File: src/rtl/qos_pkg.sv
// Shared constants and state encoding for the QoS weighted round-robin arbiter.
package qos_pkg;

  localparam int NUM_CLASSES = 4;
  localparam int CLASS_IDX_W = 2;
  localparam int WEIGHT_W    = 4;

  typedef enum logic {
    ST_IDLE  = 1'b0,
    ST_SERVE = 1'b1
  } state_e;

endpackage

File: src/rtl/rr_next_sel.sv
// Rotate-priority picker: first eligible class after ptr, wrapping, ptr itself last.
module rr_next_sel
  import qos_pkg::*;
(
  input  logic [NUM_CLASSES-1:0] eligible,
  input  logic [CLASS_IDX_W-1:0] ptr,
  output logic [CLASS_IDX_W-1:0] sel,
  output logic                   any
);

  logic [CLASS_IDX_W-1:0] idx;
  logic                   found;

  // Scan ptr+1 .. ptr+4; the 2-bit wrap makes ptr+4 land on ptr itself.
  always_comb begin
    sel   = '0;
    idx   = '0;
    found = 1'b0;
    any   = |eligible;
    for (int k = 1; k <= NUM_CLASSES; k++) begin
      idx = ptr + CLASS_IDX_W'(k);
      if (!found && eligible[idx]) begin
        sel   = idx;
        found = 1'b1;
      end
    end
  end

endmodule

File: src/rtl/qos_wrr_arbiter.sv
// Weighted round-robin pop scheduler for four QoS class FIFOs.
// pop is Mealy on the current class, empty flags and downstream back-pressure;
// valid_out marks the cycle the popped FIFO data is present downstream.
module qos_wrr_arbiter #(
  parameter int NUM_CLASSES = 4,
  parameter int WEIGHT_W    = 4
) (
  input  logic                   clk,
  input  logic                   reset_L,
  input  logic [NUM_CLASSES-1:0] fifo_empty,
  input  logic                   down_almost_full,
  input  logic [WEIGHT_W-1:0]    weight_0,
  input  logic [WEIGHT_W-1:0]    weight_1,
  input  logic [WEIGHT_W-1:0]    weight_2,
  input  logic [WEIGHT_W-1:0]    weight_3,
  output logic [NUM_CLASSES-1:0] pop,
  output logic [1:0]             grant_id,
  output logic                   valid_out
);

  import qos_pkg::*;

  state_e                 state_q, state_d;
  logic [1:0]             cur_q, cur_d;
  logic [WEIGHT_W-1:0]    credit_q, credit_d;
  logic                   valid_out_q;

  logic [WEIGHT_W-1:0]    weight_arr [NUM_CLASSES];
  logic [NUM_CLASSES-1:0] eligible;
  logic [1:0]             nxt_sel;
  logic                   any_elig;
  logic [NUM_CLASSES-1:0] pop_w;

  assign weight_arr[0] = weight_0;
  assign weight_arr[1] = weight_1;
  assign weight_arr[2] = weight_2;
  assign weight_arr[3] = weight_3;

  // A class competes only when it has data and a non-zero weight.
  generate
    for (genvar gi = 0; gi < NUM_CLASSES; gi++) begin : g_elig
      assign eligible[gi] = !fifo_empty[gi] && (weight_arr[gi] != '0);
    end
  endgenerate

  rr_next_sel u_next_sel (
    .eligible (eligible),
    .ptr      (cur_q),
    .sel      (nxt_sel),
    .any      (any_elig)
  );

  // Pop the current class while serving it, unless downstream is nearly full.
  always_comb begin
    pop_w = '0;
    if (state_q == ST_SERVE && eligible[cur_q] && !down_almost_full) begin
      pop_w[cur_q] = 1'b1;
    end
  end

  // Next-state logic: turn bookkeeping, credit countdown and reload.
  always_comb begin
    state_d  = state_q;
    cur_d    = cur_q;
    credit_d = credit_q;
    case (state_q)
      ST_IDLE: begin
        if (any_elig) begin
          cur_d    = nxt_sel;
          credit_d = weight_arr[nxt_sel];
          state_d  = ST_SERVE;
        end
      end
      ST_SERVE: begin
        if (down_almost_full) begin
          // Stall wins over everything, including a drained FIFO: hold.
        end else if (eligible[cur_q]) begin
          if (credit_q > WEIGHT_W'(1)) begin
            credit_d = credit_q - WEIGHT_W'(1);
          end else begin
            cur_d    = nxt_sel;
            credit_d = weight_arr[nxt_sel];
          end
        end else if (any_elig) begin
          // Current class drained or disabled: forfeit credit, move on (one bubble).
          cur_d    = nxt_sel;
          credit_d = weight_arr[nxt_sel];
        end else begin
          state_d = ST_IDLE;
        end
      end
      default: state_d = ST_IDLE;
    endcase
  end

  // State, class pointer and credit registers.
  always_ff @(posedge clk or negedge reset_L) begin
    if (!reset_L) begin
      state_q  <= ST_IDLE;
      cur_q    <= '0;
      credit_q <= '0;
    end else begin
      state_q  <= state_d;
      cur_q    <= cur_d;
      credit_q <= credit_d;
    end
  end

  // FIFO read data lags pop by one cycle, so valid_out is pop registered.
  always_ff @(posedge clk or negedge reset_L) begin
    if (!reset_L) begin
      valid_out_q <= 1'b0;
    end else begin
      valid_out_q <= |pop_w;
    end
  end

  assign pop       = pop_w;
  assign grant_id  = cur_q;
  assign valid_out = valid_out_q;

endmodule

File: config.mk
export PLATFORM = sky130hd
export DESIGN_NAME = qos_wrr_arbiter
export DESIGN_NICKNAME = d
export VERILOG_FILES = /design/src/rtl/qos_pkg.sv /design/src/rtl/rr_next_sel.sv /design/src/rtl/qos_wrr_arbiter.sv
export SDC_FILE = /design/constraint.sdc
export NUM_CORES = 1
export LEC_CHECK = 0
export BUFFER_PORTS_ARGS = -buffer_cell sky130_fd_sc_hd__buf_2
export CORE_MARGIN = 3
export CORE_UTILIZATION = 30
export DETAILED_ROUTE_END_ITERATION = 6
export PLACE_DENSITY = 0.48
export SLEW_MARGIN = 10
export SYNTH_ARGS = -nofsm -noshare
export SYNTH_HDL_FRONTEND = slang
export SYNTH_SLANG_ARGS = --single-unit
File: constraint.sdc
create_clock -name clk -period 5.1 [get_ports clk]
set_input_delay 0.255 -clock clk [delete_from_list [all_inputs] [get_ports clk]]
set_output_delay 0.255 -clock clk [all_outputs]
set_load 0.01 [all_outputs]
**Word-level counts from Yosys, hierarchy flattened**

Cells that the tools add are included.

- Register bits after elaboration: 8
- Input port bits: 23
- Output and inout bits: 7
- Logic and storage cells: 79

- $add $sub $neg: 4
- $lt $le $gt $ge: 7
- Eq/ne operators: 2
- Muxes and demuxes: 35
- Bitwise logic cells: 2
- Reductions and logical operators: 25

Operators by type and width:

| kind | count |
|---|---|
| $mux 4 | 7 |
| $mux 2 | 8 |
| $reduce_bool 4->1 | 4 |
| $lt 2x3->1 const B | 4 |
| $mux 1 | 11 |
| $logic_and 1x1->1 | 10 |
| $bmux 1 s2 | 4 |
| $bmux 4 s2 | 1 |
| $logic_not 1->1 | 8 |
| $pmux 4 s2 | 1 |
| $reduce_or 4->1 | 2 |
| $add 2x2->2 const B | 2 |
| $gt 4x1->1 const B | 1 |
| $pmux 2 s2 | 1 |
| $sub 4x1->4 const B | 1 |
| $ge 3x3->1 const B | 1 |
| $ne 3x3->1 const B | 1 |
| $not 2->3 | 1 |
| $add 2x1->2 const B | 1 |
| $demux 1 s2 | 1 |
| $ge 2x1->1 const B | 1 |
| $ne 2x2->1 const B | 1 |
| $pmux 1 s2 | 1 |
| $reduce_and 2->1 | 1 |
| $not 1->1 | 1 |

**Longest topological paths before layout**

- Word-level depth: 22
- Gate-level depth with buffers: 13
- Gate-level depth less buffers: 10

**Hierarchy**

Synthesis repeated with hierarchy kept, for this count alone.

- Cells, all modules: 95
- Area, all modules: 857.1 um^2

Modules (own cells, without submodules):

| module | instances | cells each | area an instance (um^2) | sequential area each (um^2) |
|---|---|---|---|---|
| qos_wrr_arbiter | 1 | 81 | 775.7 | 200.2 |
| rr_next_sel | 1 | 14 | 81.3 | 0.0 |

**Worst setup path after synthesis**

OpenSTA, ideal clock, no wires.

- Kind: register to register
- Start: register cur_q[1], in the netlist grant_id[1]
- End: register credit_q[0]
- Library setup time: 0.139 ns
- Arrival time: 2.837 ns
- Required time: 4.961 ns
- Path slack: 2.125 ns
- Cell stages (with the launch flop): 14
- Buffers on the path: 3
- Period minus slack after synthesis: 2.975 ns
- Cells stage by stage: dfrtp_1 bufbuf_16 inv_1 ha_1 bufbuf_16 nand2b_1 o32ai_1 o221a_1 nor4_1 buf_4 mux2_1 nor3_2 a211o_1 a32oi_1

- Word-level cells in the longest chain between the ends: 21
- Elaborated cells on any way between the ends: 33
- Classes of those cells: add/sub: 3; mux: 23; bitwise: 1; reduce/logical: 6

Ends and longest elaborated chain:

| what | line | text |
|---|---|---|
| start: declaration | qos_wrr_arbiter.sv:24 | `logic [1:0] cur_q, cur_d;` |
| start signal: assignment | qos_wrr_arbiter.sv:104 | `cur_q <= cur_d;` |
| $add 2x1->2 | rr_next_sel.sv:21 | `idx = ptr + CLASS_IDX_W'(k);` |
| $bmux 1 s2 | rr_next_sel.sv:22 | `if (!found && eligible[idx]) begin` |
| $mux 1 (not written as such) | rr_next_sel.sv:22 |  |
| $mux 1 | rr_next_sel.sv:22 |  |
| $logic_not 1->1 | rr_next_sel.sv:22 |  |
| $logic_and 1x1->1 | rr_next_sel.sv:22 |  |
| $mux 1 | rr_next_sel.sv:22 |  |
| $logic_not 1->1 | rr_next_sel.sv:22 |  |
| [... 4 more ...] | - |  |
| $mux 2 | rr_next_sel.sv:22 |  |
| $not 2->3 (not written as such) | qos_wrr_arbiter.sv:70, qos_wrr_arbiter.sv:82, qos_wrr_arbiter.sv:87 |  |
| $bmux 4 s2 | qos_wrr_arbiter.sv:70, qos_wrr_arbiter.sv:82, qos_wrr_arbiter.sv:87 |  |
| $mux 4 (not written as such) (2 in series) | qos_wrr_arbiter.sv:70, qos_wrr_arbiter.sv:82, qos_wrr_arbiter.sv:87 |  |
| $mux 4, on equally long branches | qos_wrr_arbiter.sv:68, qos_wrr_arbiter.sv:84, qos_wrr_arbiter.sv:78 |  |
| $mux 4 | qos_wrr_arbiter.sv:77 | `end else if (eligible[cur_q]) begin` |
| $mux 4 | qos_wrr_arbiter.sv:75 | `if (down_almost_full) begin` |
| $pmux 4 s2 (*) | qos_wrr_arbiter.sv:66 | `case (state_q)` |
| end signal: assignment | qos_wrr_arbiter.sv:105 | `credit_q <= credit_d;` |
| end: declaration | qos_wrr_arbiter.sv:25 | `logic [WEIGHT_W-1:0] credit_q, credit_d;` |

Every way passes the cells marked *; elsewhere a longest branch is shown, timed or not. The select of a mux whose other input is x is not followed.
A chain may end at the register's enable or synchronous reset.

**Final worst setup path**

Ends and elaborated chain as after synthesis.

==> results by group <==
Global route
  • Total GRT Usage: 13.0%
  • First-pass GRT wire length: 5250 µm
  • Vias in the first global route: 1100
  • Largest net degree at the start of global routing: 12
  • Global route overflow: 0
  • Antenna violations before repair: 0

Critical path
  • CP Launch Type: flip-flop
  • Crit path depth: 10
  • Reg2Reg Setup Slack: about 1.5 ns
  • CP bufs+invs: 1
  • Worst path cell trace: inv_1, ha_1, nand2b_1, o32ai_1, o221a_1, nor4_2, mux2_1, nor3_2, a211o_1, a32oi_1
  • R2R depth: 10
  • Slowest cell on crit path: nor4_2
  • CP endpoint kind: flip-flop
  • Critical path arrival: 3.66 ns
  • Slowest stage delay, CP: just under 0.9 ns
  • Crit path required time: 5.19 ns
  • WS Path Type: flip-flop to flip-flop
  • Cell family with most CP delay: simple AND/OR/NAND/NOR gates
  • Top fanout value on the critical path: 11

Placed design
  • DP HPWL: roughly 2500 µm
  • Buffers on Ports: 29
  • Routability cong.: 0.896

Worst hold path
  • Worst Hold Depth: 3
  • Min-delay worst type: input pin to flip-flop

Drt
  • First DRT Iteration DRCs: 46
  • Final WL: slightly above 3000 µm
  • Vias: 1127
  • Avg Vias per Cell: roughly 5.6
  • DRT Pass-1 Iters: 4
  • Final ANT Viol Nets: 0
  • Final routed wire length divided by cell count: about 15 µm
  • DRC: 0

Clock tree
  • Setup repair bufs after CTS: 0
  • TritonCTS clock tree: built
  • Clock Latency Late Sink: ~0.23 ns
  • H-tree depth: 1
  • Maximum clock path buffer count: 2
  • Total CTS buffers: 3
  • CTS sink cnt: 8
  • Post-cts gate resize count: 0
  • Clk slew on worst S/H paths: 0.04 ns
  • Root Buffer Master: clkbuf_8
  • Hold_buf cts: 1

STA
  • Slew HR: 28.4%
  • Worst Clk Skew: 0.00155 ns
  • Slew @ Worst Pin: 1.06 ns
  • Min Tclk post-route: around 3.6 ns
  • RSZ-0062 raised after global routing: no
  • Worst hold margin: ~0.33 ns
  • Setup violators final: 0
  • Final Hold Viols: 0
  • F_max: 280 MHz
  • Tcrit/Tclk final: 70.0%
  • Max Slew Vio Count: 0
  • Total negative slack: 0 ns

Die
  • Die X: ~70 µm
  • IO Count: 30
  • Row count: 22
  • Core Footprint: about 0.0038 mm²
  • Starting density of the core: approximately a third
  • Die area: between 0.004 and 0.005 mm²
  • Die height: between 60 and 70 µm

Logic synthesis
  • Post-synth EDFFs: 0
  • Syn Nets: 155
  • Top FF cell, synth: dfrtp_1
  • Sequential area share after synthesis: approximately 16%
  • Synth Instances: 126
  • YS warnings: 0
  • Area leader, netlist: dfrtp_1
  • Top post-synthesis cells by area: dfrtp_1, mux2i_1, ha_1
  • Most frequent cell after synthesis: mux2i_1
  • Cell variety after synth: 47
  • Syn_area_per_cell: between 9 and 10 µm²
  • Synth cell count leaders: mux2i_1, dfrtp_1, nor2_1, ha_1, nand2_1
  • Share of the synthesized area in the top cell type: 16.4%
  • Synth async-reset ratio: 100%
  • #FFs+latches synth: 8
  • Synthesized cell area: 0.00122 mm²

Final layout
  • Area delta synth->final: 14.0%
  • Fin nets: 185
  • Share of layout cells above drive strength 1: 37.0%
  • Diodes inserted: 0
  • Fill cells: 398

Pwr
  • PwrDens: 541 mW/mm²
  • Pleak: 0.596 nW
  • Max VDD drop: 0.138 mV
  • Design Power: 755 µW

Flow run
  • Max capacitance violation total: 0

Status
  • Status: finished clean
[tightest hold or removal path: stages]
cell and delay (ns):
buf_2 0.11, nand2_1 0.09, nand2_1 0.07
[worst paths after layout]
kind / start / to
min in group asynchronous: reset_L / valid_out
hold reg to reg: credit_q[1] / credit_q[1]
max in group asynchronous: reset_L / credit_q[3]
hold / removal: down_almost_full / state_q
setup / recovery: grant_id[1] / credit_q[0]
setup reg to reg: grant_id[1] / credit_q[0]
[cell type report]
cell class | instances | area [µm²] | share of cell area, %
repair buffers | 30 | 155 | 11.1
flip-flops and latches | 8 | 200 | 14.3
clock buffers | 3 | 41.3 | 2.96
multi-input cells | 108 | 920 | 65.9
well taps | 48 | 60.1 | 4.30
inverters | 5 | 18.8 | 1.35
[cell usage in the layout (no fill, tap or decap), types with 4 or more instances in the layout]
cell type / count
ha_1: 6
inv_1: 4
o211ai_1: 4
o21ai_0: 5
dfrtp_1: 8
nor2_1: 7
buf_2: 29
nor3_1: 5
o22ai_1: 4
nand2_1: 6
a21oi_1: 5
mux2i_1: 9
and2_1: 4
[metal layers]
layer	global-route usage (%)	routed length [µm]	up-vias
met1	18.2	1480	517
met5	0	0	-
met4	2.55	22	0
met3	3.60	222	2
met2	20.1	1330	50
li1	-	-	558
[registers in the layout, summed over array words and instances, names as in the netlist]
signal / flops
valid_out: 1
state_q: 1
grant_id: 2
credit_q: 4
[through the flow]
stage	instances	instance area [µm²]	worst slack (ns)	util (%)
final	202	1400	1.53	36.7
after global routing	202	1400	1.22	36.7
after CTS	202	1400	1.50	36.7
after detailed placement	198	1340	1.53	35.4
after global placement	198	1340	1.64	35.4
after floorplan	126	1220	2.12	-
[cell families (layout without fill, tap and decap cells)]
kind of cell / after synthesis / count (layout) / synth area share (%)
AOI/OAI and AO/OA: 37 / 37 / 23.0
adders and majority gates: 6 / 6 / 6.13
buffers and inverters: 10 / 38 / 9.00
DFF: 8 / 8 / 16.4
muxes: 16 / 16 / 16.8
and+or+nand+nor: 49 / 49 / 28.7
[where the power goes]
group | switching (mW) | internal [mW] | total, mW
sequential | 0.0457 | 0.0912 | 0.137
combinational | 0.288 | 0.254 | 0.542
clock | 0.0250 | 0.0512 | 0.0762
total | 0.359 | 0.396 | 0.755
(Power assumes the default switching activity.)
